## src/rtl/interrupt_request_register.sv

```systemverilog
// Interrupt request register: synchronizes IR lines, latches edge/level
// requests into IRR, freezes updates during acknowledge, and applies
// acknowledge and ICW1 clears.
// Optional build macro: IRR_GLITCH_FILTER_EN adds a per-line filter register
// that rejects single-clock pulses at the cost of one extra clock of latency.
`timescale 1ns/1ps

module interrupt_request_register #(
  parameter int unsigned SYNC_STAGES = 2
) (
  input  logic       clk,
  input  logic       rst_n,
  input  logic [7:0] IR,
  input  logic       LTIM,
  input  logic       ICW1Write,
  input  logic       INTA,
  input  logic       clearFlag,
  input  logic [2:0] clearBit,
  output logic [7:0] IRR,
  output logic       IRRFrozen
);

  localparam int unsigned IR_W = 8;

  if ((SYNC_STAGES < 2) || (SYNC_STAGES > 4)) begin : g_bad_sync_stages
    $error("SYNC_STAGES must be in 2..4");
  end

  logic [SYNC_STAGES-1:0][IR_W-1:0] r_sync;
  logic [IR_W-1:0]                  w_s;
  logic [IR_W-1:0]                  r_arm;
  logic [IR_W-1:0]                  r_irr;
  logic                             r_frozen;
  logic [IR_W-1:0]                  w_irr_nxt;
  logic [IR_W-1:0]                  w_arm_nxt;

  // Multi-stage synchronizer; stage 0 samples the raw lines
  always_ff @(posedge clk or negedge rst_n) begin
    if (!rst_n) begin
      r_sync <= '0;
    end else begin
      r_sync <= {r_sync[SYNC_STAGES-2:0], IR};
    end
  end

`ifdef IRR_GLITCH_FILTER_EN
  logic [IR_W-1:0] r_filt;
  logic [IR_W-1:0] w_sync_eq;

  // Two consecutive synchronizer samples must agree before S follows them
  assign w_sync_eq = ~(r_sync[SYNC_STAGES-1] ^ r_sync[SYNC_STAGES-2]);

  // Glitch filter register: holds its value until the synchronizer settles
  always_ff @(posedge clk or negedge rst_n) begin
    if (!rst_n) begin
      r_filt <= '0;
    end else begin
      r_filt <= (r_filt & ~w_sync_eq) | (r_sync[SYNC_STAGES-1] & w_sync_eq);
    end
  end

  assign w_s = r_filt;
`else
  assign w_s = r_sync[SYNC_STAGES-1];
`endif

  // Freeze follows the sampled acknowledge, one clock late
  always_ff @(posedge clk or negedge rst_n) begin
    if (!rst_n) begin
      r_frozen <= 1'b0;
    end else begin
      r_frozen <= ~INTA;
    end
  end

  // Next-state for request and arm bits; ICW1 beats clear beats set
  always_comb begin
    w_irr_nxt = r_irr;
    w_arm_nxt = r_arm;
    for (int i = 0; i < int'(IR_W); i++) begin
      // Arm tracks a low synced line even while frozen
      if (!w_s[i]) begin
        w_arm_nxt[i] = 1'b1;
      end
      if (!r_frozen) begin
        if (LTIM) begin
          w_irr_nxt[i] = w_s[i];
        end else if (w_s[i] && r_arm[i]) begin
          w_irr_nxt[i] = 1'b1;
          w_arm_nxt[i] = 1'b0;
        end
      end
    end
    if (clearFlag) begin
      w_irr_nxt[clearBit] = 1'b0;
    end
    if (ICW1Write) begin
      w_irr_nxt = '0;
      w_arm_nxt = '0;
    end
  end

  // Request and arm registers
  always_ff @(posedge clk or negedge rst_n) begin
    if (!rst_n) begin
      r_irr <= '0;
      r_arm <= '0;
    end else begin
      r_irr <= w_irr_nxt;
      r_arm <= w_arm_nxt;
    end
  end

  assign IRR       = r_irr;
  assign IRRFrozen = r_frozen;

endmodule

```

## config.mk

```make
export PLATFORM = sky130hd
export DESIGN_NAME = interrupt_request_register
export DESIGN_NICKNAME = d
export VERILOG_FILES = /design/src/rtl/interrupt_request_register.sv
export SDC_FILE = /design/constraint.sdc
export NUM_CORES = 1
export LEC_CHECK = 0
export CORE_UTILIZATION = 49
export CTS_CLUSTER_DIAMETER = 60
export DETAILED_ROUTE_END_ITERATION = 10
export PLACE_DENSITY_LB_ADDON = 0.1
export SLEW_MARGIN = 20
export SYNTH_ARGS = -nofsm -noshare
export SYNTH_HDL_FRONTEND = slang
export SYNTH_SLANG_ARGS = --single-unit
export TNS_END_PERCENT = 5
```

## constraint.sdc

```tcl
create_clock -name clk -period 1.4 [get_ports clk]
set_clock_uncertainty 0.05 [all_clocks]
set_input_delay 0.21 -clock clk [delete_from_list [all_inputs] [get_ports clk]]
set_output_delay 0.21 -clock clk [all_outputs]
set_load 0.1 [all_outputs]
```

==> results.py <==
metrics = {
    "setup_path": {
        "cp_max_fo": 5,
        "cp_slowest_cell": "dfrtp_4",
        "worstSetupPathType": "flip-flop to output pin",
        "ff2ff_path_depth": 3,
        "cp-start-kind": "flip-flop",
        "arrival_ns": 1.02,
        "crit_end": "IRRFrozen",
        "path_cells": "buf_12",
        "r2r_end": "IRR[2]",
        "path_buf_inv": 1,
        "cpPeakStageDelay_ns": 0.51,
        "worst_ep_required_time_ns": 1.14,
        "cp_top_family": "flip-flops",
        "path_depth": 1,
        "end_kind": "output pin",
        "crit_start": "IRRFrozen",
        "r2r-start": "IRRFrozen",
        "r2r_setup_slack_ns": 0.14,
    },
    "pwr": {
        "worst_ir_drop_vdd_uv": 1037,
        "p_leak_nw": 0.7396,
        "power_density_nw_per_um2": 1129,
    },
    "run": {
        "maxCapViolCount": 0,
    },
    "synthesis": {
        "syn_area_um2": 1246,
        "avgSynthCellArea_um2": 14.00,
        "synth_top_cell_by_area": "dfrtp_1",
        "synthCells": 89,
        "synth.yosys.seq_area_share_pct": 66.27,
        "yosys_warnings": 0,
        "synthTopCellsByCount": "dfrtp_1 (33), nand2_2 (10), a21oi_2 (6), a21oi_1 (5), o211ai_1 (5)",
        "synth_most_common_cell": "dfrtp_1",
        "synth_top_cell_area_share_pct": 66.27,
        "syn_nets": 106,
        "yosys-top-cells-area": "dfrtp_1 (66%), nand2_2 (5.0%), a21oi_2 (4.2%), a221oi_2 (3.6%), o211ai_1 (3.0%)",
        "ys_async_sr_fraction_pct": 100.0,
        "ys_types": 21,
        "ys_seq_elements": 33,
        "synth_enable_flop_cells": 0,
        "ys.flop_type": "dfrtp_1",
    },
    "detailed_routing": {
        "wl_per_cell_um": 12.75,
        "drc": 0,
        "vias": 800,
        "viasPerCell": 5.263,
        "ant_nets": 0,
        "finalWirelength_um": 1938,
        "drt-initial-drc-count": 8,
        "drt_first_pass_iters": 4,
    },
    "cts": {
        "cts_max_level": 2,
        "cts_buffers": 5,
        "cts_tree": "built",
        "clk_pin_slew_ns": 0.10,
        "clock_path_buffers": 2,
        "hold_buffers": 0,
        "ctsResizeCount": 0,
        "clock_latency_ns": 0.32,
        "clock_sinks": 33,
        "cts-root-buf": "clkbuf_4",
        "cts_post_setup_buffers_inserted": 0,
    },
    "finish": {
        "fillers": 156,
        "area.sequential_um2": 829.5,
        "area_growth_pct": 37.15,
        "multi_input_area_um2": 369.1,
        "final_area_um2": 1709,
        "nNetsFinal": 140,
        "num_antenna_cells": 0,
        "fin_util_pct": 74.40,
        "layout-drive-gt1-share_pct": 37.10,
    },
    "placed_design": {
        "gp_congestion": 0.7302,
        "dpl-instance-area_um2": 1647,
        "pre_cts_ws_ns": -0.06302,
        "numPortBuffers": 25,
        "hpwl_um": 1469,
    },
    "sta": {
        "hold_violations": 0,
        "fmax_mhz": 783.8,
        "maxSlewHeadroom_pct": 72.26,
        "slew_violations": 0,
        "rsz0062_at_grt": "no",
        "worst_pin_slew_ns": 0.4161,
        "tns_ns": 0,
        "whs_ns": 0.1869,
        "finalSetupViolCount": 0,
        "fin_crit_ns": 1.276,
        "finalCritPeriodShare_pct": 91.14,
        "setup_slack_ns": 0.1241,
    },
    "global_routing": {
        "grt_pass1_vias": 789,
        "grt.overflow.total": 0,
        "track_usage_pct": 18.53,
        "grt_max_degree": 34,
        "antenna_found_initial": 0,
        "grt_pass1_wl_um": 3429,
    },
    "die": {
        "die_h_um": 52.43,
        "ios": 26,
        "die-area_um2": 2749,
        "coreArea_um2": 2297,
        "rows": 17,
        "die_width_um": 52.43,
        "initial_core_util_pct": 54.25,
    },
    "run_status": {
        "outcome": "finished clean",
    },
    "hold_path": {
        "min_path_type": "input port to async pin",
    },
}
registers in the layout, summed over array words and instances, names as in the netlist:
signal,flops
r_arm,8
IRRFrozen,1
r_sync,8
IRR,8
w_s,8
where the power goes:
group	leakage (nW)	internal, W	switching (W)
Clock	0.0315	0.000246	0.000287
Combinational	0.302	0.000151	0.000200
Sequential	0.406	0.00101	0.0000399
kinds of logic (layout without fill, tap and decap cells):
| family | count (synthesis) | after routing | synth area share [%] |
|---|---|---|---|
| AOI/OAI and AO/OA | 29 | 29 | 20.18 |
| and+or+nand+nor | 20 | 20 | 9.438 |
| DFF | 33 | 33 | 66.26 |
| buffers and inverters | 7 | 42 | 4.116 |
layer usage:
layer / vias to the layer above / wire (um) / GRT usage (%)
met3: 3 / 125 / 5.217
li1: 388 / - / -
met1: 378 / 842 / 22.24
met2: 31 / 939 / 28.48
met4: 0 / 30 / 13.16
met5: - / 0 / 0
worst min path at each step:
stage	startpoint	to	slack [ns]
CTS	rst_n	IRRFrozen	0.18
global placement	r_sync[5]	w_s[5]	0.28
floorplan	rst_n	IRR[0]	-0.14
detailed placement	r_sync[6]	w_s[6]	0.29
global route	rst_n	w_s[3]	0.17
finish	rst_n	IRR[5]	0.19
placed cells by master (no fill, tap or decap), types with 2 or more instances in the layout:
cell type        instances
clkbuf_4                 5
clkdlybuf4s50_1         16
o211ai_1                 5
nand2_1                  3
a21oi_2                  6
dfrtp_1                 32
inv_1                    2
a221oi_2                 3
nor2b_1                  2
buf_12                  10
o211a_1                  2
a31oi_1                  3
nand2_2                 10
nor2_1                   2
a21oi_1                  5
buf_4                    6
o221a_1                  3
area by class of cell:
cell class | count | share of cell area (%)
flip-flops and latches | 33 | 48.54
repair buffers | 32 | 23.72
multi-input cells | 49 | 21.60
clock buffers | 7 | 3.221
well taps | 28 | 2.050
clock inverters | 1 | 0.4392
inverters | 2 | 0.4392
per-stage QoR:
stage               power [W]  instances
finish               0.001930        152
global route         0.002036        152
CTS                  0.001965        152
detailed placement   0.001420        144
global placement     0.001413        144
floorplan            0.001252         89
Power figures use the tool's default switching activity.
